**src/rtl/path_runner_if.sv**
```systemverilog
// Answer-stack pop port and move handshake between path_runner and its neighbours.
// master: the path runner (pops the stack, sources moves).
// slave : the answer stack / motion sink side.
interface path_runner_if #(
  parameter int COORD_W = 4
);
  logic                   popa;
  logic                   emptya;
  logic [2*COORD_W-1:0]   dataa;
  logic [1:0]             move;
  logic                   move_valid;
  logic                   move_ready;

  modport master (
    output popa,
    output move,
    output move_valid,
    input  emptya,
    input  dataa,
    input  move_ready
  );

  modport slave (
    input  popa,
    input  move,
    input  move_valid,
    output emptya,
    output dataa,
    output move_ready
  );
endinterface

```
**src/rtl/path_runner.sv**
```systemverilog
// path_runner: replays the solved path held in the answer stack.
// Pops coordinates one at a time, turns each consecutive pair into a move
// code (00 +x, 01 -x, 10 +y, 11 -y) and offers it on a valid/ready handshake.
// Optional build macro PATH_CHECK_EN: when defined, a non-adjacent pair stops
// the replay in an error state with err raised; when undefined the check and
// the error state are not built and err is tied low.
module path_runner #(
  parameter int COORD_W = 4,
  parameter int STEP_W  = 8
) (
  input  logic              clk,
  input  logic              rst,
  input  logic              run,
  path_runner_if.master     bus,
  output logic              busy,
  output logic              done,
  output logic              err,
  output logic [STEP_W-1:0] step_count
);

  typedef enum logic [3:0] {
    S_IDLE,
    S_POP0,
    S_CAP0,
    S_CHK,
    S_POP,
    S_CAP,
    S_EMIT,
    S_DONE
`ifdef PATH_CHECK_EN
    , S_ERR
`endif
  } state_t;

  state_t                 state_q, state_d;
  logic [2*COORD_W-1:0]   prev_q, prev_d;
  logic [2*COORD_W-1:0]   cur_q, cur_d;
  logic [1:0]             move_q, move_d;
  logic [STEP_W-1:0]      step_q, step_d;
  logic                   popa_c;
  logic                   move_valid_c;

  // Coordinates of the freshly popped entry and of the previous path point.
  logic [COORD_W-1:0] new_x, new_y, prev_x, prev_y;
  assign new_x  = bus.dataa[2*COORD_W-1:COORD_W];
  assign new_y  = bus.dataa[COORD_W-1:0];
  assign prev_x = prev_q[2*COORD_W-1:COORD_W];
  assign prev_y = prev_q[COORD_W-1:0];

  // Direction code, x has priority over y; equal points fall through to -y.
  logic [1:0] move_code;
  always_comb begin
    move_code = 2'b11;
    if (new_x > prev_x)      move_code = 2'b00;
    else if (new_x < prev_x) move_code = 2'b01;
    else if (new_y > prev_y) move_code = 2'b10;
    else                     move_code = 2'b11;
  end

`ifdef PATH_CHECK_EN
  // Adjacency uses unsigned distance so 15 -> 0 is not treated as a step.
  logic [COORD_W-1:0] dist_x, dist_y;
  logic               pair_adj;
  always_comb begin
    dist_x   = (new_x >= prev_x) ? (new_x - prev_x) : (prev_x - new_x);
    dist_y   = (new_y >= prev_y) ? (new_y - prev_y) : (prev_y - new_y);
    pair_adj = ((dist_x == COORD_W'(1)) && (dist_y == '0)) ||
               ((dist_x == '0) && (dist_y == COORD_W'(1)));
  end
`endif

  // Saturating increment of the accepted-move counter.
  logic [STEP_W-1:0] step_inc;
  assign step_inc = (step_q == '1) ? step_q : step_q + STEP_W'(1);

  // Next-state, datapath updates and handshake outputs.
  always_comb begin
    state_d      = state_q;
    prev_d       = prev_q;
    cur_d        = cur_q;
    move_d       = move_q;
    step_d       = step_q;
    popa_c       = 1'b0;
    move_valid_c = 1'b0;
    case (state_q)
      S_IDLE, S_DONE
`ifdef PATH_CHECK_EN
      , S_ERR
`endif
      : begin
        if (run) begin
          step_d  = '0;
          state_d = bus.emptya ? S_DONE : S_POP0;
        end
      end
      S_POP0: begin
        popa_c  = 1'b1;
        state_d = S_CAP0;
      end
      S_CAP0: begin
        prev_d  = bus.dataa;
        state_d = S_CHK;
      end
      S_CHK: begin
        state_d = bus.emptya ? S_DONE : S_POP;
      end
      S_POP: begin
        popa_c  = 1'b1;
        state_d = S_CAP;
      end
      S_CAP: begin
        cur_d   = bus.dataa;
        move_d  = move_code;
        state_d = S_EMIT;
`ifdef PATH_CHECK_EN
        if (!pair_adj) state_d = S_ERR;
`endif
      end
      S_EMIT: begin
        move_valid_c = 1'b1;
        if (bus.move_ready) begin
          step_d  = step_inc;
          prev_d  = cur_q;
          state_d = S_CHK;
        end
      end
      default: state_d = S_IDLE;
    endcase
  end

  // State and datapath registers; reset abandons any entry already popped.
  always_ff @(posedge clk) begin
    if (rst) begin
      state_q <= S_IDLE;
      prev_q  <= '0;
      cur_q   <= '0;
      move_q  <= 2'b00;
      step_q  <= '0;
    end else begin
      state_q <= state_d;
      prev_q  <= prev_d;
      cur_q   <= cur_d;
      move_q  <= move_d;
      step_q  <= step_d;
    end
  end

  assign bus.popa       = popa_c;
  assign bus.move_valid = move_valid_c;
  assign bus.move       = move_q;
  assign step_count     = step_q;
  assign done           = (state_q == S_DONE);
`ifdef PATH_CHECK_EN
  assign err            = (state_q == S_ERR);
  assign busy           = (state_q != S_IDLE) && (state_q != S_DONE) && (state_q != S_ERR);
`else
  assign err            = 1'b0;
  assign busy           = (state_q != S_IDLE) && (state_q != S_DONE);
`endif

endmodule

```
**src/flat_wrapper.sv**
```systemverilog
// flat-port wrapper written by rule: the top's interface ports become plain ports
module path_runner_flat 
#(
  parameter int COORD_W = 4,
  parameter int STEP_W  = 8
)
  (clk, rst, run, busy, done, err, step_count, bus_popa, bus_move, bus_move_valid, bus_emptya, bus_dataa, bus_move_ready);
  path_runner_if #(.COORD_W(COORD_W)) bus_i ();
  input  logic clk;
  input  logic rst;
  input  logic run;
  output logic busy;
  output logic done;
  output logic err;
  output logic [STEP_W-1:0] step_count;
  output wire logic [$bits(bus_i.popa)-1:0] bus_popa;
  output wire logic [$bits(bus_i.move)-1:0] bus_move;
  output wire logic [$bits(bus_i.move_valid)-1:0] bus_move_valid;
  input wire logic [$bits(bus_i.emptya)-1:0] bus_emptya;
  input wire logic [$bits(bus_i.dataa)-1:0] bus_dataa;
  input wire logic [$bits(bus_i.move_ready)-1:0] bus_move_ready;
  assign bus_popa = bus_i.popa;
  assign bus_move = bus_i.move;
  assign bus_move_valid = bus_i.move_valid;
  assign bus_i.emptya = bus_emptya;
  assign bus_i.dataa = bus_dataa;
  assign bus_i.move_ready = bus_move_ready;
  path_runner #(.COORD_W(COORD_W), .STEP_W(STEP_W)) u_core (.clk(clk), .rst(rst), .run(run), .bus(bus_i), .busy(busy), .done(done), .err(err), .step_count(step_count));
endmodule
```
**config.mk**
```make
export PLATFORM = sky130hd
export DESIGN_NAME = path_runner_flat
export DESIGN_NICKNAME = d
export VERILOG_FILES = /design/src/rtl/path_runner_if.sv /design/src/rtl/path_runner.sv /design/src/flat_wrapper.sv
export SDC_FILE = /design/constraint.sdc
export NUM_CORES = 1
export LEC_CHECK = 0
export ABC_AREA = 0
export BUFFER_PORTS_ARGS = -buffer_cell sky130_fd_sc_hd__buf_2
export CAP_MARGIN = 20
export CORE_MARGIN = 10
export CORE_UTILIZATION = 50
export DETAILED_ROUTE_END_ITERATION = 8
export PLACE_DENSITY = 0.75
export SETUP_SLACK_MARGIN = 0.2
export SLEW_MARGIN = 0
export SYNTH_ARGS = -nofsm -noshare
export SYNTH_HDL_FRONTEND = slang
export SYNTH_SLANG_ARGS = --single-unit
```
**constraint.sdc**
```tcl
create_clock -name clk -period 1.3 [get_ports clk]
set_input_delay 0 -clock clk [delete_from_list [all_inputs] [get_ports clk]]
set_output_delay 0 -clock clk [all_outputs]
set_load 0.005 [all_outputs]
```
==> impl_metrics.json <==
{
  "dieArea_sq_um": 6020,
  "end_kind": "register",
  "fin_crit_sh_pct": 112,
  "place_congestion": 0.921,
  "via_per_inst": 6.27,
  "synth_top_area_share_pct": 35.0,
  "ys_warn_count": 0,
  "startpoint_type": "register",
  "cts_root_buf": "clkbuf_4",
  "yosysSeqAreaShare_pct": 35.0,
  "drcViolationCount": 0,
  "clockBufferDepth": 2,
  "status": "complete, but fails checks",
  "vdd_drop_max_v": 0.000870,
  "skew_ns": 0.00609,
  "min_path_type": "primary input to register",
  "crit_type": "register to register",
  "area_delta_synth_final_pct": 72.7,
  "firstDrtPassIters": 5,
  "path_delay_family": "flip-flops",
  "rsz0062_at_grt": "yes",
  "tritoncts": "done",
  "syn_nets": 229,
  "grt.total_usage_pct": 18.5,
  "whs_ns": 0.0666,
  "fin_ws_ns": -0.155,
  "failed_checks": "setup timing",
  "slowest_delay_ns": 0.42,
  "pin_count": 28,
  "final_cell_count_no_fill": 331,
  "tns_ns": -0.548,
  "wl_mm": 7.24,
  "wire_per_inst_um": 21.9,
  "netlist_area_sq_um": 1660,
  "syn_inst": 207,
  "die_y_um": 77.6,
  "num_vias": 2074,
  "place.port_buffers": 26,
  "grt_pass1_vias": 1970,
  "power_density_nw_per_um2": 1060,
  "grt_max_degree": 22,
  "placed_cells": 286,
  "power.leakage_nw": 1.15,
  "cp.arrival_ns": 1.67,
  "rows": 20,
  "n_fill_cell": 125,
  "power.total_mw": 3.04,
  "path_cells": "buf_6, nand3b_4, inv_4, nand2_1, a311oi_2",
  "grt_overflow": 0,
  "synthArstFlopShare_pct": 0,
  "cp_slowest_cell": "dfxtp_4",
  "synth_top_area_cell": "dfxtp_1",
  "timing.fmax_ghz": 0.687,
  "worstPathRequired_ns": 1.51,
  "cts_sinks": 29,
  "grt_pass1_wl_mm": 9.27,
  "initial_core_util_pct": 53.4,
  "hold_violations": 0,
  "num_antenna_cells": 0,
  "grt_antenna_before_repair": 0,
  "path_clk_slew_ns": 0.10,
  "ys_ff_latch": 29,
  "numCtsBuffers": 5,
  "drive_above_1_share_pct": 64.1,
  "fin_nets": 308,
  "drv_slew": 0,
  "post-dp-hpwl_mm": 3.20,
  "route.antenna.remaining_nets": 0,
  "cp_max_fo": 7,
  "insertion_delay_ns": 0.34,
  "h-tree-depth": 2,
  "path_buf_inv": 2,
  "synth_cell_types": 49,
  "syn_area_per_cell_sq_um": 8.00,
  "first_iter_violations": 200,
  "die_x_um": 77.6,
  "synth_edf_count": 0,
  "synth_flop_cell": "dfxtp_1",
  "core_area_sq_um": 3100,
  "finalSetupViolCount": 10,
  "synth_area_leaders": "dfxtp_1, nand2_1, ha_1, a21oi_1, a311oi_1",
  "cap_violations": 0,
  "fin_crit_ns": 1.45
}
==> report_power, final <==
part | switching, mW | internal (mW) | leakage (nW) | total (mW)
clock network | 0.338 | 0.254 | 0.0357 | 0.592
registers | 0.114 | 0.987 | 0.245 | 1.10
logic | 0.677 | 0.675 | 0.871 | 1.35
total | 1.13 | 1.92 | 1.15 | 3.04
==> through the flow <==
| stage | setup slack (ns) | util, % | cell area (sq um) |
|---|---|---|---|
| 6_report | -0.155 | 92.2 | 2860 |
| 4_1_cts | -0.0435 | 83.1 | 2580 |
| 5_1_grt | -0.156 | 92.2 | 2860 |
| 2_1_floorplan | 0.0242 | - | 1790 |
| 3_5_place_dp | -0.0493 | 65.7 | 2040 |
| 3_3_place_gp | 0.00544 | 65.7 | 2040 |
==> worst register-to-register path, delay by kind of cell (launching register included) <==
family / cells / cell delay (ns)
flip-flops: 1 / 0.42
AND/OR/NAND/NOR: 2 / 0.27
buffers and inverters: 2 / 0.31
AO/OA/AOI/OAI: 1 / 0.33
==> area by class of cell <==
cell class	instances	area, sq um	area share (%)
clock buffers	6	51.3	1.79
multi-input cells	151	1330	46.6
clock inverters	2	8.76	0.306
flip-flops and latches	29	618	21.6
repair inverters	1	6.26	0.219
inverters	15	61.3	2.14
well taps	44	55.1	1.92
repair buffers	83	727	25.4
==> registers in the layout, summed over array words and instances, names as in the netlist <==
register and cells:
u_core.state_q 3, u_core.cur_q 8, u_core.bus.move 2, u_core.prev_q 8, u_core.step_count 8
==> synthesized netlist by cell type (3+ instances only) <==
cell type / instances
a21oi_1: 15
a311oi_1: 8
a31oi_1: 7
and4_1: 3
buf_2: 3
buf_4: 3
buf_6: 3
dfxtp_1: 29
ha_1: 9
inv_1: 13
nand2_1: 41
nand3_1: 4
nand4_1: 4
nor2_1: 15
o21ai_0: 6
o21ai_1: 4
==> per-layer routing <==
layer / vias up / share of wire [%] / wire (um) / track usage, %
met4: 0 / 5.8 / 423 / 8.76
met2: 115 / 51 / 3660 / 32.4
met5: - / 0 / 0 / 0
met1: 1010 / 38 / 2740 / 20.1
met3: 43 / 5.7 / 416 / 5.41
li1: 906 / - / - / -
==> cell families after synthesis <==
logic type,count (synthesis),synth area share [%]
other cells,1,0.226
simple gates,83,24.8
flops,29,35.0
xor+xnor,1,0.529
buf+inv,27,8.61
fa+ha+maj,9,6.80
compound gates,57,23.9
==> layout by cell type (no fill, tap or decap), types with 5 or more instances in the layout <==
| master | count |
|---|---|
| a21oi_1 | 5 |
| a21oi_2 | 10 |
| a311oi_2 | 9 |
| a31oi_1 | 6 |
| buf_2 | 24 |
| buf_4 | 21 |
| buf_6 | 25 |
| clkbuf_4 | 5 |
| dfxtp_1 | 13 |
| dfxtp_2 | 9 |
| dfxtp_4 | 7 |
| dlygate4sd3_1 | 10 |
| ha_4 | 6 |
| inv_1 | 10 |
| nand2_1 | 11 |
| nand2_2 | 27 |
| nor2_1 | 8 |
| nor2_2 | 5 |
| o21ai_1 | 6 |
==> path summary, 6_finish.rpt <==
check	startpoint	end	slack [ns]	cells past startpoint
min reg2reg	u_core.cur_q[3]$_SDFFE_PP0P_	u_core.cur_q[3]$_SDFFE_PP0P_	0.47	2
min	bus_move_ready	u_core.step_count[7]$_SDFFE_PP0P_	0.07	3
max reg2reg	u_core.state_q[2]$_SDFFE_PP0P_	u_core.prev_q[3]$_SDFFE_PP0P_	-0.15	5
max	u_core.state_q[2]$_SDFFE_PP0P_	u_core.prev_q[3]$_SDFFE_PP0P_	-0.15	5
==> repair_timing <==
action,4_1_cts,5_1_grt
endpoints found under the hold margin,18,0
buffers inserted,12,12
hold buffers,10,0
cloned,3,0
pin swaps,33,36
gates resized for setup,73,44
endpoints found under the setup margin,32,34
(Power assumes the default switching activity.)
